--- config.mk ---
export PLATFORM = sky130hd
export DESIGN_NAME = mult_pipe_flat
export DESIGN_NICKNAME = d
export VERILOG_FILES = /design/src/rtl/mult_pipe_pkg.sv /design/src/rtl/mult_pipe_if.sv /design/src/rtl/mult_pipe_stage.sv /design/src/rtl/mult_pipe.sv /design/src/flat_wrapper.sv
export SDC_FILE = /design/constraint.sdc
export NUM_CORES = 2
export LEC_CHECK = 0
export CAP_MARGIN = 20
export CORE_ASPECT_RATIO = 1.1
export CORE_UTILIZATION = 30
export CTS_CLUSTER_DIAMETER = 30
export DETAILED_ROUTE_END_ITERATION = 16
export PLACE_DENSITY = 0.56
export SKIP_LAST_GASP = 1
export SYNTH_ARGS = -nofsm -noshare
export SYNTH_HDL_FRONTEND = slang
export SYNTH_HIERARCHICAL = 1
export SYNTH_SLANG_ARGS = --single-unit
--- constraint.sdc ---
create_clock -name clock -period 0.8 [get_ports clock]
set_input_delay 0.08 -clock clock [delete_from_list [all_inputs] [get_ports clock]]
set_output_delay 0.08 -clock clock [all_outputs]
set_load 0.005 [all_outputs]
--- src/rtl/mult_pipe_pkg.sv ---
// Shared defaults and operand-mode encoding for the pipelined multiplier.
// Imported by the interface, the stage slice and the top level.
package mult_pipe_pkg;

  localparam int MULT_WIDTH  = 32;
  localparam int MULT_TAG_W  = 5;
  localparam int MULT_STAGES = 3;

  typedef enum logic {
    MODE_UNSIGNED = 1'b0,
    MODE_SIGNED   = 1'b1
  } mult_mode_e;

endpackage

--- src/rtl/mult_pipe_if.sv ---
// Operation/result bundle of the multiply path: issue side, result side, stall/flush and busy.
// The master drives operations; the slave (the multiplier) returns results.
interface mult_pipe_if
  import mult_pipe_pkg::*;
#(
  parameter int WIDTH = MULT_WIDTH,
  parameter int TAG_W = MULT_TAG_W
);

  logic               in_valid;
  logic               in_signed;
  logic [WIDTH-1:0]   in_a;
  logic [WIDTH-1:0]   in_b;
  logic [TAG_W-1:0]   in_tag;
  logic               in_ispositive;
  logic               in_iszero;
  logic               stall;
  logic               flush;
  logic               out_valid;
  logic [2*WIDTH-1:0] out_result;
  logic [TAG_W-1:0]   out_tag;
  logic               out_ispositive;
  logic               out_iszero;
  logic               busy;

  modport master (
    output in_valid, in_signed, in_a, in_b, in_tag, in_ispositive, in_iszero,
    output stall, flush,
    input  out_valid, out_result, out_tag, out_ispositive, out_iszero, busy
  );

  modport slave (
    input  in_valid, in_signed, in_a, in_b, in_tag, in_ispositive, in_iszero,
    input  stall, flush,
    output out_valid, out_result, out_tag, out_ispositive, out_iszero, busy
  );

endinterface

--- src/rtl/mult_pipe_stage.sv ---
// One register slice of the multiply pipeline: {valid, result, tag, flags}.
// Clear beats hold; reset wipes payload too so empty slices always read zero.
module mult_pipe_stage
  import mult_pipe_pkg::*;
#(
  parameter int WIDTH = MULT_WIDTH,
  parameter int TAG_W = MULT_TAG_W
) (
  input  logic               clock,
  input  logic               reset,
  input  logic               hold,
  input  logic               clear,
  input  logic               d_valid,
  input  logic [2*WIDTH-1:0] d_result,
  input  logic [TAG_W-1:0]   d_tag,
  input  logic               d_ispositive,
  input  logic               d_iszero,
  output logic               q_valid,
  output logic [2*WIDTH-1:0] q_result,
  output logic [TAG_W-1:0]   q_tag,
  output logic               q_ispositive,
  output logic               q_iszero
);

  always_ff @(posedge clock or negedge reset) begin
    if (!reset) begin
      q_valid      <= 1'b0;
      q_result     <= '0;
      q_tag        <= '0;
      q_ispositive <= 1'b0;
      q_iszero     <= 1'b0;
    end else if (clear) begin
      q_valid      <= 1'b0;
      q_result     <= '0;
      q_tag        <= '0;
      q_ispositive <= 1'b0;
      q_iszero     <= 1'b0;
    end else if (!hold) begin
      q_valid      <= d_valid;
      q_result     <= d_result;
      q_tag        <= d_tag;
      q_ispositive <= d_ispositive;
      q_iszero     <= d_iszero;
    end
  end

endmodule

--- src/rtl/mult_pipe.sv ---
// Pipelined WIDTHxWIDTH multiplier with signed/unsigned mode, stall and flush.
// Stage 1 registers the product; the remaining slices only delay it.
module mult_pipe
  import mult_pipe_pkg::*;
#(
  parameter int WIDTH  = MULT_WIDTH,
  parameter int STAGES = MULT_STAGES,
  parameter int TAG_W  = MULT_TAG_W
) (
  input  logic          clock,
  input  logic          reset,
  mult_pipe_if.slave    bus
);

  // Extending to 2*WIDTH directly gives the same low 2*WIDTH bits as a
  // (WIDTH+1)-bit extension followed by truncation of the wider product.
  function automatic logic signed [2*WIDTH-1:0] extend(input logic [WIDTH-1:0] op,
                                                       input mult_mode_e mode);
    if (mode == MODE_SIGNED) return $signed({{WIDTH{op[WIDTH-1]}}, op});
    return $signed({{WIDTH{1'b0}}, op});
  endfunction

  mult_mode_e                mode_p0;
  logic signed [2*WIDTH-1:0] a_ext_p0;
  logic signed [2*WIDTH-1:0] b_ext_p0;
  logic signed [2*WIDTH-1:0] prod_p0;

  logic [STAGES:0]    chain_vld;
  logic [2*WIDTH-1:0] chain_res  [STAGES+1];
  logic [TAG_W-1:0]   chain_tag  [STAGES+1];
  logic [STAGES:0]    chain_pos;
  logic [STAGES:0]    chain_zero;

  assign mode_p0  = mult_mode_e'(bus.in_signed);
  assign a_ext_p0 = extend(bus.in_a, mode_p0);
  assign b_ext_p0 = extend(bus.in_b, mode_p0);
  assign prod_p0  = a_ext_p0 * b_ext_p0;

  // Bubbles enter stage 1 with an all-zero payload
  assign chain_vld[0]  = bus.in_valid;
  assign chain_res[0]  = bus.in_valid ? prod_p0 : '0;
  assign chain_tag[0]  = bus.in_valid ? bus.in_tag : '0;
  assign chain_pos[0]  = bus.in_valid & bus.in_ispositive;
  assign chain_zero[0] = bus.in_valid & bus.in_iszero;

  // ---- stage boundaries p1 .. pSTAGES ----
  for (genvar s = 0; s < STAGES; s++) begin : g_stage
    mult_pipe_stage #(
      .WIDTH (WIDTH),
      .TAG_W (TAG_W)
    ) u_stage (
      .clock        (clock),
      .reset        (reset),
      .hold         (bus.stall),
      .clear        (bus.flush),
      .d_valid      (chain_vld[s]),
      .d_result     (chain_res[s]),
      .d_tag        (chain_tag[s]),
      .d_ispositive (chain_pos[s]),
      .d_iszero     (chain_zero[s]),
      .q_valid      (chain_vld[s+1]),
      .q_result     (chain_res[s+1]),
      .q_tag        (chain_tag[s+1]),
      .q_ispositive (chain_pos[s+1]),
      .q_iszero     (chain_zero[s+1])
    );
  end

  assign bus.out_valid      = chain_vld[STAGES];
  assign bus.out_result     = chain_res[STAGES];
  assign bus.out_tag        = chain_tag[STAGES];
  assign bus.out_ispositive = chain_pos[STAGES];
  assign bus.out_iszero     = chain_zero[STAGES];
  assign bus.busy           = |chain_vld[STAGES:1];

endmodule
--- src/flat_wrapper.sv ---
// flat-port wrapper written by rule: the top's interface ports become plain ports
module mult_pipe_flat import mult_pipe_pkg::*;
#(
  parameter int WIDTH  = MULT_WIDTH,
  parameter int STAGES = MULT_STAGES,
  parameter int TAG_W  = MULT_TAG_W
)
  (clock, reset, bus_in_valid, bus_in_signed, bus_in_a, bus_in_b, bus_in_tag, bus_in_ispositive, bus_in_iszero, bus_stall, bus_flush, bus_out_valid, bus_out_result, bus_out_tag, bus_out_ispositive, bus_out_iszero, bus_busy);
  mult_pipe_if #(.WIDTH(WIDTH), .TAG_W(TAG_W)) bus_i ();
  input  logic clock;
  input  logic reset;
  input wire logic [$bits(bus_i.in_valid)-1:0] bus_in_valid;
  input wire logic [$bits(bus_i.in_signed)-1:0] bus_in_signed;
  input wire logic [$bits(bus_i.in_a)-1:0] bus_in_a;
  input wire logic [$bits(bus_i.in_b)-1:0] bus_in_b;
  input wire logic [$bits(bus_i.in_tag)-1:0] bus_in_tag;
  input wire logic [$bits(bus_i.in_ispositive)-1:0] bus_in_ispositive;
  input wire logic [$bits(bus_i.in_iszero)-1:0] bus_in_iszero;
  input wire logic [$bits(bus_i.stall)-1:0] bus_stall;
  input wire logic [$bits(bus_i.flush)-1:0] bus_flush;
  output wire logic [$bits(bus_i.out_valid)-1:0] bus_out_valid;
  output wire logic [$bits(bus_i.out_result)-1:0] bus_out_result;
  output wire logic [$bits(bus_i.out_tag)-1:0] bus_out_tag;
  output wire logic [$bits(bus_i.out_ispositive)-1:0] bus_out_ispositive;
  output wire logic [$bits(bus_i.out_iszero)-1:0] bus_out_iszero;
  output wire logic [$bits(bus_i.busy)-1:0] bus_busy;
  assign bus_i.in_valid = bus_in_valid;
  assign bus_i.in_signed = bus_in_signed;
  assign bus_i.in_a = bus_in_a;
  assign bus_i.in_b = bus_in_b;
  assign bus_i.in_tag = bus_in_tag;
  assign bus_i.in_ispositive = bus_in_ispositive;
  assign bus_i.in_iszero = bus_in_iszero;
  assign bus_i.stall = bus_stall;
  assign bus_i.flush = bus_flush;
  assign bus_out_valid = bus_i.out_valid;
  assign bus_out_result = bus_i.out_result;
  assign bus_out_tag = bus_i.out_tag;
  assign bus_out_ispositive = bus_i.out_ispositive;
  assign bus_out_iszero = bus_i.out_iszero;
  assign bus_busy = bus_i.busy;
  mult_pipe #(.WIDTH(WIDTH), .STAGES(STAGES), .TAG_W(TAG_W)) u_core (.clock(clock), .reset(reset), .bus(bus_i));
endmodule
=== Word-level counts from Yosys, hierarchy flattened ===
Cells that the tools add are included.

* Register bits after elaboration: 216
* Logic and storage cells: 57

* Multipliers: 1
* Eq/ne operators: 1
* Mux-type cells: 37
* Bitwise logic cells: 2
* Reductions and logical operators: 1

{| class="wikitable"
|+ Operators by type and width
! kind !! count
|-
| 2-to-1 mux 64 bit || 11
|-
| multiplier 64 x 64 -> 64 bit || 1
|-
| 2-to-1 mux 5 bit || 7
|-
| 2-to-1 mux 1 bit || 19
|-
| OR reduction 3 bit || 1
|-
| AND 1 bit || 2
|-
| inequality test 2 x 1 -> 1 bit, second input constant || 1
|}

=== Longest topological paths before layout ===
* Word-level depth: 6
* Depth in mapped cells: 37
* Gate-level depth less buffers: 34

=== Cells and area by module ===
The synthesis kept the hierarchy.

{| class="wikitable"
|+ By module, submodules not included
! module !! instances !! cells an instance !! area an instance (um^2) !! seq. area each (um^2)
|-
| mult_pipe || 1 || 5,223 || 48,920.7 || 0.0
|-
| mult_pipe_stage || 3 || 232 || 2,940.3 || 1,801.7
|}

=== Least setup slack after synthesis ===
OpenSTA, ideal clock, no wires.

* Kind: input -> register
* From: input bus_in_signed
* To: register u_core.g_stage[0].u_stage.q_result[63]
* Setup time: 0.132 ns
* Arrival time: 8.920 ns
* Slack: -8.252 ns
* Stages on the path: 34
* Path through: clkbuf_1 > and2_1 > clkbuf_1 > clkbuf_1 > nand2_1 > inv_1 > fa_1 > inv_1 > fa_1 > inv_1 > fa_1 > inv_1 > fa_1 > inv_1 > fa_1 > fa_1 > fa_1 > fa_1 > fa_1 > inv_1 > fa_1 > inv_1 > ha_1 > nor2_1 > nor2_1 > o21ai_0 > or3_1 > or2_2 > o22a_1 > nand3_1 > xnor2_1 > nor2_1 > mux2i_1 > nor2_1

{| class="wikitable"
|+ RTL lines
! item !! line !! source
|-
| start, declared || flat_wrapper.sv:13 || <nowiki>input wire logic [$bits(bus_i.in_signed)-1:0] bus_in_signed;</nowiki>
|-
| end signal, assigned || mult_pipe_stage.sv:40 || <nowiki>q_result <= d_result;</nowiki>
|-
| end, declared || mult_pipe_stage.sv:19 || <nowiki>output logic [2*WIDTH-1:0] q_result,</nowiki>
|}

==> impl_metrics.py <==
metrics = {
    "outcome": {
        "run_status": "complete, but fails checks",
        "violations": "negative hold slack, negative setup slack",
    },
    "route": {
        "vias_per_cell": 4.60,
        "wl_met1_um": 83800,
        "routed-via-count": 43500,
        "drtIter0Drc": 2616,
        "wl_per_instance_um": 21.7,
        "drc": 0,
        "dr.max_layer_used": "met5",
        "routed_met2_length_um": 101000,
        "detail_route.wirelength_um": 205000,
        "final_antenna_net_count": 0,
        "drt_pass1_iterations": 5,
        "dr_wl_met3_um": 11300,
    },
    "logic_synthesis": {
        "synth_xor_area_share_pct": 1.73,
        "synthesis.nets": 7765,
        "postSynth.asyncResetShare_pct": 100,
        "ys_ff_latch": 216,
        "synth_ff_type": "sky130_fd_sc_hd__dfrtp_1",
        "synth_cells": 5919,
        "synth_top_family_by_area": "adder cells",
        "mappedNetlistArea_um2": 57700,
        "ys_types": 69,
        "synth_area_in_simple_gates_pct": 13.4,
        "seq_total_area_yosys_pct": 9.36,
        "avg_inst_size_synth_um2": 9.76,
        "synth_edf_count": 0,
        "yosysWarnings": 6,
        "synth_fa_ha_area_share_pct": 56.9,
        "synth_compound_gate_area_share_pct": 2.54,
        "synth_mux_area_share_pct": 3.81,
    },
    "place": {
        "count_of_buffers_inserted_at_the_top_level_ports": 149,
        "post-place-cells": 9107,
        "post-dp-hpwl_um": 156000,
        "dp_slack_ns": -8.36,
        "placer_s_final_routability_congestion_estimate": 0.915,
    },
    "floorplan": {
        "chip_height_um": 462,
        "placeableCoreArea_um2": 191000,
        "die-area_um2": 194000,
        "fp-row-count": 168,
        "design.portCount": 150,
        "floorplan.initialDensity_pct": 30.3,
        "die_w_um": 420,
    },
    "timing": {
        "finalHoldViolations": 15,
        "final_max_slew_viol_count": 0,
        "rsz0062_at_grt": "true",
        "finalHoldWorstSlack_ns": -0.0397,
        "postLayoutSetupSlackWorst_ns": -7.17,
        "layout_worst_path_cycle_share_pct": 996,
        "timing.final.crit_period_ns": 7.97,
        "timing.final.setup_violations": 178,
        "tightest_slew_ns": 0.423,
        "max_freq_ghz": 0.125,
        "finalClockSkew_ns": 0.0188,
        "maxSlewHeadroom_pct": 71.6,
    },
    "clocking": {
        "clockRootBuffer": "sky130_fd_sc_hd__clkbuf_16",
        "h-tree-depth": 1,
        "clkTransAtPathRegs_ns": 0.07,
        "cts-buffers-inserted": 25,
        "tritoncts": "yes",
        "cts_hold_repair.buffers": 3,
        "clk-insertion-delay-late_ns": 0.56,
        "max-clock-path-buffers": 3,
        "numClockSinks": 216,
    },
    "cells_and_area": {
        "final_common_cell": "sky130_fd_sc_hd__inv_1",
        "post_route_non_filler_standard_cell_count": 9457,
        "area.growth.synth_to_final_pct": 32.8,
        "drive_gt1_share_pct": 28.4,
        "finalNetCount": 8730,
        "final_cell_mix": "1,384 x sky130_fd_sc_hd__inv_1, 1,263 x sky130_fd_sc_hd__fa_1, 766 x sky130_fd_sc_hd__buf_4, 571 x sky130_fd_sc_hd__and2_1, 460 x sky130_fd_sc_hd__nand2_1",
    },
    "setup_path": {
        "timing.critical_path.mode_cell": "sky130_fd_sc_hd__fa_2",
        "critical_path_arrival_ns": 8.41,
        "critical_path_top_delay_cell": "sky130_fd_sc_hd__fa_2",
        "kind_of_critical_path": "input pin to register",
        "crit_path_max_fanout": 5,
        "critical_path.max_stage_delay_ns": 0.62,
        "critPathRequiredTime_ns": 1.25,
        "crit_path_start_kind": "input pin",
        "endpoint_kind": "register",
    },
    "global_routing": {
        "grt_start_max_net_pins": 44,
        "grt_use_total_pct": 21.1,
        "initial_antenna_violation_count": 13,
        "grt_pass1_wl_um": 306000,
        "globalRouteOverflowTotal": 0,
        "grt_pass1_vias": 48600,
    },
    "hold_path": {
        "worst_hold_path_type": "input pin to async pin",
    },
    "flow_run": {
        "timing.max_cap.violations": 0,
    },
}
[Yosys cell counts, types with 5 or more instances]
cell	count	share of area (%)
sky130_fd_sc_hd__nor4_1	5	0.054
sky130_fd_sc_hd__clkbuf_1	238	1.5
sky130_fd_sc_hd__o21a_1	8	0.10
sky130_fd_sc_hd__nand2b_1	7	0.076
sky130_fd_sc_hd__fa_1	1421	49
sky130_fd_sc_hd__dfrtp_1	216	9.4
sky130_fd_sc_hd__buf_8	21	0.55
sky130_fd_sc_hd__mux2i_1	220	3.8
sky130_fd_sc_hd__and3_1	25	0.27
sky130_fd_sc_hd__buf_1	24	0.16
sky130_fd_sc_hd__nor2_1	300	2.0
sky130_fd_sc_hd__a41oi_1	8	0.12
sky130_fd_sc_hd__a21o_1	31	0.40
sky130_fd_sc_hd__xnor2_1	85	1.3
sky130_fd_sc_hd__and2_1	639	6.9
sky130_fd_sc_hd__ha_1	348	7.5
sky130_fd_sc_hd__nand4_1	18	0.20
sky130_fd_sc_hd__nor2b_1	5	0.054
sky130_fd_sc_hd__inv_1	1521	9.9
sky130_fd_sc_hd__xor2_1	29	0.44
sky130_fd_sc_hd__buf_2	7	0.061
sky130_fd_sc_hd__nand3_1	13	0.11
sky130_fd_sc_hd__a31oi_1	9	0.098
sky130_fd_sc_hd__a21oi_1	74	0.64
sky130_fd_sc_hd__o21bai_1	10	0.13
sky130_fd_sc_hd__o21ai_0	36	0.31
sky130_fd_sc_hd__or3_1	7	0.076
sky130_fd_sc_hd__nor3_1	18	0.16
sky130_fd_sc_hd__nand2_1	511	3.3
sky130_fd_sc_hd__a31o_2	5	0.076
[registers in the layout, summed over array words and instances (netlist names)]
name / count
u_core/g_stage.u_stage/q_result: 192
u_core/g_stage.u_stage/q_valid: 3
u_core/g_stage.u_stage/q_ispositive: 3
u_core/g_stage.u_stage/q_tag: 15
u_core/g_stage.u_stage/q_iszero: 3
[critical path: cells and delay by family]
kind | cells | cell delay [ns]
compound gates | 4 | 0.75
xor+xnor | 1 | 0.15
fa+ha+maj | 11 | 5.61
buf+inv | 9 | 0.59
mux | 1 | 0.12
simple gates | 7 | 1.09
[worst paths after layout]
kind                                                               startpoint                                            endpoint  slack, ns  cells after the start
max                                                              bus_in_a[31]  u_core/g_stage[0].u_stage/q_result[58]$_DFFE_PN0P_      -7.17                     33
min                                                                     reset      u_core/g_stage[0].u_stage/q_tag[4]$_DFFE_PN0P_      -0.04                      2
max reg2reg                u_core/g_stage[2].u_stage/q_result[33]$_DFFE_PN0P_  u_core/g_stage[2].u_stage/q_result[33]$_DFFE_PN0P_      -0.24                      5
min reg2reg                u_core/g_stage[0].u_stage/q_result[24]$_DFFE_PN0P_  u_core/g_stage[1].u_stage/q_result[24]$_DFFE_PN0P_       0.52                      2
max in group asynchronous                                               reset  u_core/g_stage[1].u_stage/q_result[25]$_DFFE_PN0P_       0.32                      3
min in group clock                                                  bus_flush  u_core/g_stage[2].u_stage/q_result[52]$_DFFE_PN0P_       0.03                      3
[metrics by stage]
stage	area, um^2	TNS, ns	hold WS, ns	utilization (%)
CTS	75000	-405.24	-0.0618	39.3
finish	76700	-406.46	-0.0397	40.2
detailed placement	69200	-484.91	-0.0439	36.2
global route	76700	-424.49	-0.0419	40.2
floorplan	59400	-367.57	-0.216	-
global placement	69200	-480.16	-0.0433	36.2
[final cells by class]
cell class                 count  area [um^2]
antenna                        5         12.5
inverter                    1521         5730
sequential                   216         5410
clock inverter                13          143
multi-input combinational   3886        48500
clock buffer                  32          692
tap                         2550         3190
timing repair buffer        1234        13000
fill                       18600       114000
[routing by layer]
metal,vias up,track usage [%]
met4,10,7.34
met3,371,2.16
met2,1308,37.1
met1,22800,26.8
li1,19000,-
met5,-,0
[timing repair]
item | in CTS | in global routing
setup endpoints to repair | 170 | 204
pin swaps | 342 | 335
gates resized for setup | 1089 | 341
endpoints found under the hold margin | 222 | 15
buffers inserted | 193 | 94
gates cloned | 50 | 10
[cell families (layout without fill, tap and decap cells)]
logic type | Yosys count | count (layout)
other cells | 0 | 5
xor+xnor | 114 | 114
flops | 216 | 216
buf+inv | 1817 | 2800
mux | 220 | 220
simple gates | 1560 | 1560
fa+ha+maj | 1773 | 1773
compound gates | 219 | 219
Power is left out: the tool's default activity adds up to more than one toggle a clock period on the data nets, which glitch-free logic cannot reach.
